--- config.mk ---
export PLATFORM = sky130hd
export DESIGN_NAME = arc4_engine
export DESIGN_NICKNAME = d
export VERILOG_FILES = /design/src/rtl/arc4_engine.sv
export SDC_FILE = /design/constraint.sdc
export NUM_CORES = 2
export LEC_CHECK = 0
export BUFFER_PORTS_ARGS = -buffer_cell sky130_fd_sc_hd__buf_4
export CAP_MARGIN = 20
export CORE_ASPECT_RATIO = 1.25
export CORE_UTILIZATION = 63
export CTS_CLUSTER_DIAMETER = 80
export CTS_CLUSTER_SIZE = 24
export DETAILED_ROUTE_END_ITERATION = 8
export PLACE_DENSITY = 0.82
export SETUP_SLACK_MARGIN = 0.02
export SYNTH_ARGS = -nofsm -noshare
export SYNTH_HDL_FRONTEND = slang
export SYNTH_SLANG_ARGS = --single-unit
--- constraint.sdc ---
create_clock -name clk -period 6.85 [get_ports clk]
set_input_delay 0.685 -clock clk [delete_from_list [all_inputs] [get_ports clk]]
set_output_delay 0.685 -clock clk [all_outputs]
set_load 0.02 [all_outputs]
--- src/rtl/arc4_engine.sv ---
// arc4_engine: single-FSM ARC4 decrypter with an internal 256x8 S-array.
//   Reads a length-prefixed ciphertext (ct[0]=L, ct[1..L]) and writes a
//   length-prefixed plaintext (pt[0]=L, pt[1..L]).
// Parameters:
//   KEY_BYTES  key length in bytes (1..32); byte 0 is the most significant
//   DROP_N     keystream bytes discarded before pt byte 1
// Build option:
//   ARC4_DROP_EN  when defined, DROP_N keystream bytes are dropped; when
//                 undefined DROP_N is ignored and the engine is plain ARC4.
// Ports:
//   clk, rst            clock, synchronous active-high reset
//   en / rdy / done     start request, idle flag, 1-cycle end-of-run pulse
//   key                 key, captured on the start cycle
//   ct_addr/ct_rddata   ciphertext read port (1-cycle read latency)
//   pt_addr/pt_wrdata/pt_wren  plaintext write port
module arc4_engine #(
    parameter int KEY_BYTES = 3,
    parameter int DROP_N    = 0
) (
    input  logic                   clk,
    input  logic                   rst,
    input  logic                   en,
    output logic                   rdy,
    output logic                   done,
    input  logic [8*KEY_BYTES-1:0] key,
    output logic [7:0]             ct_addr,
    input  logic [7:0]             ct_rddata,
    output logic [7:0]             pt_addr,
    output logic [7:0]             pt_wrdata,
    output logic                   pt_wren
);

`ifdef ARC4_DROP_EN
    localparam int unsigned DROP_CNT = DROP_N;
`else
    // Drop count folds to zero; DROP_N stays referenced so both builds
    // share the same parameter list.
    localparam int unsigned DROP_CNT = 0 * DROP_N;
`endif
    localparam logic [15:0] DROP_LAST = 16'(DROP_CNT - 1);
    localparam logic [4:0]  KIDX_LAST = 5'(KEY_BYTES - 1);

    typedef enum logic [2:0] {
        S_IDLE, S_INIT, S_KSA, S_LEN_RD, S_LEN_WR, S_DROP, S_PRGA, S_DONE
    } state_t;

    state_t                 state_q, state_d;
    logic [2:0]             phase_q, phase_d;
    logic [7:0]             i_q, i_d, j_q, j_d, k_q, k_d, len_q, len_d;
    logic [7:0]             si_q, si_d, sj_q, sj_d;
    logic [4:0]             kidx_q, kidx_d;
    logic [15:0]            dcnt_q, dcnt_d;
    logic [8*KEY_BYTES-1:0] key_q, key_d;

    // S-array: single-port synchronous RAM, read data one cycle after address.
    logic [7:0] s_mem [256];
    logic [7:0] s_addr, s_wdata, s_rd_q;
    logic       s_we;
    logic [7:0] key_byte;

    always_ff @(posedge clk) begin
        if (s_we) s_mem[s_addr] <= s_wdata;
        s_rd_q <= s_mem[s_addr];
    end

    // Key byte selected by a running mod-KEY_BYTES index instead of i % KEY_BYTES.
    always_comb begin
        key_byte = 8'd0;
        for (int n = 0; n < KEY_BYTES; n++)
            if (kidx_q == 5'(n)) key_byte = key_q[8*(KEY_BYTES-1-n) +: 8];
    end

    always_ff @(posedge clk) begin
        if (rst) begin
            state_q <= S_IDLE;
            phase_q <= 3'd0;
            i_q     <= 8'd0;
            j_q     <= 8'd0;
            k_q     <= 8'd0;
            len_q   <= 8'd0;
            si_q    <= 8'd0;
            sj_q    <= 8'd0;
            kidx_q  <= 5'd0;
            dcnt_q  <= 16'd0;
            key_q   <= '0;
        end else begin
            state_q <= state_d;
            phase_q <= phase_d;
            i_q     <= i_d;
            j_q     <= j_d;
            k_q     <= k_d;
            len_q   <= len_d;
            si_q    <= si_d;
            sj_q    <= sj_d;
            kidx_q  <= kidx_d;
            dcnt_q  <= dcnt_d;
            key_q   <= key_d;
        end
    end

    always_comb begin
        state_d = state_q;
        phase_d = phase_q + 3'd1;
        i_d     = i_q;
        j_d     = j_q;
        k_d     = k_q;
        len_d   = len_q;
        si_d    = si_q;
        sj_d    = sj_q;
        kidx_d  = kidx_q;
        dcnt_d  = dcnt_q;
        key_d   = key_q;
        s_addr  = i_q;
        s_we    = 1'b0;
        s_wdata = 8'd0;
        case (state_q)
            S_IDLE: begin
                phase_d = 3'd0;
                if (en) begin
                    key_d   = key;
                    i_d     = 8'd0;
                    j_d     = 8'd0;
                    state_d = S_INIT;
                end
            end
            S_INIT: begin
                s_we    = 1'b1;
                s_wdata = i_q;
                i_d     = i_q + 8'd1;
                phase_d = 3'd0;
                if (i_q == 8'd255) begin
                    kidx_d  = 5'd0;
                    j_d     = 8'd0;
                    state_d = S_KSA;
                end
            end
            S_KSA: begin
                case (phase_q)
                    3'd0: s_addr = i_q;
                    3'd1: begin
                        si_d   = s_rd_q;
                        j_d    = j_q + s_rd_q + key_byte;
                        s_addr = j_d;
                    end
                    3'd2: begin
                        sj_d    = s_rd_q;
                        s_we    = 1'b1;
                        s_wdata = s_rd_q;
                    end
                    default: begin
                        s_addr  = j_q;
                        s_we    = 1'b1;
                        s_wdata = si_q;
                        i_d     = i_q + 8'd1;
                        kidx_d  = (kidx_q == KIDX_LAST) ? 5'd0 : kidx_q + 5'd1;
                        phase_d = 3'd0;
                        if (i_q == 8'd255) state_d = S_LEN_RD;
                    end
                endcase
            end
            S_LEN_RD: state_d = S_LEN_WR;
            S_LEN_WR: begin
                len_d   = ct_rddata;
                i_d     = 8'd0;
                j_d     = 8'd0;
                k_d     = 8'd1;
                dcnt_d  = 16'd0;
                phase_d = 3'd0;
                if (DROP_CNT != 0)          state_d = S_DROP;
                else if (ct_rddata == 8'd0) state_d = S_DONE;
                else                        state_d = S_PRGA;
            end
            S_DROP, S_PRGA: begin
                case (phase_q)
                    3'd0: begin
                        i_d    = i_q + 8'd1;
                        s_addr = i_d;
                    end
                    3'd1: begin
                        si_d   = s_rd_q;
                        j_d    = j_q + s_rd_q;
                        s_addr = j_d;
                    end
                    3'd2: begin
                        sj_d    = s_rd_q;
                        s_we    = 1'b1;
                        s_wdata = s_rd_q;
                    end
                    3'd3: begin
                        s_addr  = j_q;
                        s_we    = 1'b1;
                        s_wdata = si_q;
                    end
                    3'd4: begin
                        s_addr = si_q + sj_q;
                        // Dropped bytes end after the pad read; the pad is discarded.
                        if (state_q == S_DROP) begin
                            phase_d = 3'd0;
                            dcnt_d  = dcnt_q + 16'd1;
                            if (dcnt_q == DROP_LAST)
                                state_d = (len_q == 8'd0) ? S_DONE : S_PRGA;
                        end
                    end
                    default: begin
                        phase_d = 3'd0;
                        k_d     = k_q + 8'd1;
                        if (k_q == len_q) state_d = S_DONE;
                    end
                endcase
            end
            default: state_d = S_IDLE;
        endcase
    end

    // Outputs decode directly from state so pt[0] can carry ct_rddata in LEN_WR.
    logic xor_cyc;
    assign xor_cyc   = (state_q == S_PRGA) && (phase_q == 3'd5);
    assign rdy       = (state_q == S_IDLE);
    assign done      = (state_q == S_DONE);
    assign ct_addr   = ((state_q == S_PRGA) && (phase_q >= 3'd2)) ? k_q : 8'd0;
    assign pt_wren   = (state_q == S_LEN_WR) || xor_cyc;
    assign pt_addr   = xor_cyc ? k_q : 8'd0;
    assign pt_wrdata = (state_q == S_LEN_WR) ? ct_rddata :
                       xor_cyc ? (ct_rddata ^ s_rd_q) : 8'd0;

endmodule

==> flow_summary.json <==
{
  "grt_max_degree": 163,
  "place_area_mm2": 0.09080,
  "rrSetupSlack_ns": 0.50,
  "fin_cells": 8133,
  "ys_warn_count": 0,
  "dpl.hpwl_um": 150100,
  "wl_per_cell_um": 29.52,
  "post-route-drc-count": 0,
  "cp_max_fo": 30,
  "yosysMostFrequentCell": "edfxtp_1",
  "crit_start": "kidx_q[1]",
  "rows": 152,
  "cp.required_ns": 7.49,
  "reg2reg_depth": 18,
  "place_inst": 7973,
  "ys.flop_type": "edfxtp_1",
  "worstSetupPathType": "reg -> reg",
  "syn_area_mm2": 0.08781,
  "post_cts_buffers": 0,
  "critPathCaptureType": "flop",
  "antenna_found_initial": 8,
  "routabilityCongestion": 0.9543,
  "viasPerCell": 6.935,
  "synth-edff-count": 2048,
  "fin_crit_sh": 0.9269,
  "vdd.ir_drop.worst_mv": 0.2131,
  "synthesis.nets": 6347,
  "status": "complete, no violations",
  "die_y_um": 419.4,
  "areaGrowthSynthToFinish_pct": 6.698,
  "nNetsFinal": 6302,
  "r2r-end": "s_rd_q[4]",
  "dr.pass1.iters": 9,
  "min_path_type": "in -> reg",
  "root_buffer": "clkbuf_16",
  "crit_buf_inv": 3,
  "syn_inst": 6276,
  "reg2reg_from": "kidx_q[1]",
  "period_minus_slack_ns": 6.349,
  "routed_wl_um": 240100,
  "cts_tree": "yes",
  "fin_hold_ws_ns": 0.1469,
  "slew_headroom": 0.1412,
  "yosysTopAreaCell": "edfxtp_1",
  "portBuffers": 61,
  "critical_path.cell_chain": "inv_1, ha_1, and3b_1, a22oi_1, o21ai_0, ha_1, fa_1, nand3b_1, a31oi_1, a211o_4, nor2_4, buf_4, a32oi_1, a31oi_1, a211oi_1, buf_4, nor4b_1, nor4_1",
  "min_path_cells": 3,
  "async_flop_share": 0,
  "cts_buffers": 100,
  "initial_core_util": 0.6369,
  "final_max_slew_viol_count": 0,
  "cts.htree.levels": 3,
  "synth.top_cell.area_share": 0.7004,
  "p_leak_nw": 33.90,
  "synthDistinctLibCells": 92,
  "hp-start": "key[1]",
  "slowest_delay_ns": 0.93,
  "cts_hold_buf": 0,
  "vias": 56400,
  "final_hold_viol_count": 0,
  "min_to": "key_q[1]",
  "cap_viol_max_count": 0,
  "synthTopCellsByArea": "edfxtp_1 (70%), nand2_1 (5.2%), dfxtp_1 (2.4%), mux2i_1 (2.2%), mux4_2 (1.7%)",
  "ys_seq_area_frac": 0.7248,
  "rsz0062_at_grt": "false",
  "drive_above_1_share": 0.08453,
  "grt_pass1_vias": 54150,
  "drtAntennaViolNets": 0,
  "clock-sinks": 2155,
  "cts.clk_slew.worst_paths_ns": 0.11,
  "slowest_stage": "nor2_4",
  "cp.arrival_ns": 6.98,
  "insertion_delay_ns": 0.79,
  "synth_top_cells_by_count": "edfxtp_1 (2,048), nand2_1 (1,217), nor2_1 (375)",
  "drt_iter0_drc": 8976,
  "clockBufferDepth": 3,
  "tightestPinTransition_ns": 1.280,
  "setup_tns_ns": 0,
  "grt_pass1_wl_um": 348000,
  "fin_skew_ns": 0.04647,
  "setup_viol_count_final": 0,
  "avgSynthCellArea_um2": 13.99,
  "die_w_um": 335.9,
  "grt_overflow": 0,
  "ys_seq_elements": 2155,
  "fp.coreArea_mm2": 0.1379,
  "crit_path_start_kind": "flop",
  "power.density_mw_per_mm2": 279.0,
  "io_pins": 62,
  "gr-usage-all-layers": 0.3386,
  "dieArea_mm2": 0.1409,
  "fmax_mhz": 157.5,
  "path_delay_family": "simple AND/OR/NAND/NOR gates",
  "ctsResizeCount": 0,
  "final_area_mm2": 0.09369
}
==> worst reg2reg max path, stage by stage (launching register included) <==
cell	delay, ns
dfxtp_1	0.40
inv_1	0.10
ha_1	0.20
and3b_1	0.38
a22oi_1	0.14
o21ai_0	0.20
ha_1	0.25
fa_1	0.44
nand3b_1	0.11
a31oi_1	0.18
a211o_4	0.60
nor2_4	0.95
buf_4	0.48
a32oi_1	0.13
a31oi_1	0.40
a211oi_1	0.14
buf_4	0.20
nor4b_1	0.74
nor4_1	0.14
==> worst max-delay path by stage <==
| stage | to | cells after the start | slack, ns |
|---|---|---|---|
| after floorplan | s_mem[0][0] | 9 | 0.70 |
| after global placement | s_rd_q[4] | 17 | 0.58 |
| after detailed placement | s_rd_q[4] | 18 | 0.77 |
| after CTS | s_rd_q[4] | 18 | 0.78 |
| after global routing | s_rd_q[4] | 16 | 0.35 |
| final | s_rd_q[4] | 18 | 0.50 |
==> per-layer routing <==
layer / GRT usage / vias to the layer above / routed length [um]
li1: - / 23840 / -
met5: 0 / - / 71
met4: 0.2303 / 12 / 17960
met3: 0.06553 / 816 / 28330
met1: 0.4204 / 27600 / 80010
met2: 0.5422 / 4135 / 113700
==> state kept, by name (all words and copies together) (netlist names) <==
register	flops
state_q	3
j_q	8
key_q	24
si_q	8
kidx_q	5
len_q	8
s_rd_q	8
s_mem	2048
phase_q	3
i_q	8
k_q	8
sj_q	8
dcnt_q	16
==> area by class of cell <==
type                            instances  area, um2
Tap cell                             1848       2312
Fill cell                            8957      44190
Clock buffer                          146       2739
Clock inverter                          7      105.1
Multi-Input combinational cell       3662      22100
Antenna cell                            3      7.507
Inverter                               15      56.30
Timing Repair Buffer                  297       2730
Sequential cell                      2155      63640
==> cell usage in the layout (no fill, tap or decap), types with 40 or more instances in the layout <==
| master | netlist | routed |
|---|---|---|
| a311oi_1 | 78 | 78 |
| nor3_1 | 52 | 52 |
| nand2_1 | 1217 | 1215 |
| a211oi_1 | 180 | 180 |
| dfxtp_1 | 107 | 107 |
| o22ai_1 | 85 | 85 |
| mux2i_1 | 191 | 191 |
| a22oi_1 | 44 | 44 |
| clkbuf_1 | 223 | 43 |
| a21oi_1 | 254 | 253 |
| and3_1 | 158 | 158 |
| buf_4 | 52 | 253 |
| nand3_1 | 191 | 181 |
| clkbuf_16 | 0 | 103 |
| nand4_1 | 40 | 40 |
| mux4_2 | 65 | 65 |
| a31oi_1 | 110 | 110 |
| a32oi_1 | 123 | 123 |
| edfxtp_1 | 2048 | 2048 |
| nor2_1 | 375 | 368 |
| o21ai_0 | 80 | 80 |
==> cell families (layout without fill, tap and decap cells) <==
group           count (synthesis)  after routing  synth area share
mux                           257            257           0.03857
xor+xnor                       46             46          0.004759
flops                        2155           2155            0.7248
buf+inv                       459            465           0.02670
compound gates               1143           1143           0.09135
fa+ha+maj                      36             36          0.005386
other cells                     0              3                 0
simple gates                 2180           2180            0.1085
==> stage by stage <==
| stage | utilization | setup WS, ns | power [mW] |
|---|---|---|---|
| final | 0.6795 | 0.5011 | 26.14 |
| after global routing | 0.6795 | 0.3469 | 26.77 |
| after CTS | 0.6792 | 0.7793 | 25.99 |
| after detailed placement | 0.6585 | 0.7715 | 19.55 |
| after global placement | 0.6581 | 0.5767 | 19.47 |
| after floorplan | - | 0.7015 | 18.18 |
==> power by group <==
part | internal (mW) | switching, mW | leakage (nW)
logic | 1.41 | 3.44 | 8.53
clock network | 2.83 | 3.89 | 1.37
registers | 14.4 | 0.212 | 24.0
total | 18.6 | 7.54 | 33.9
Note: power is estimated with default switching activity, not from simulation.
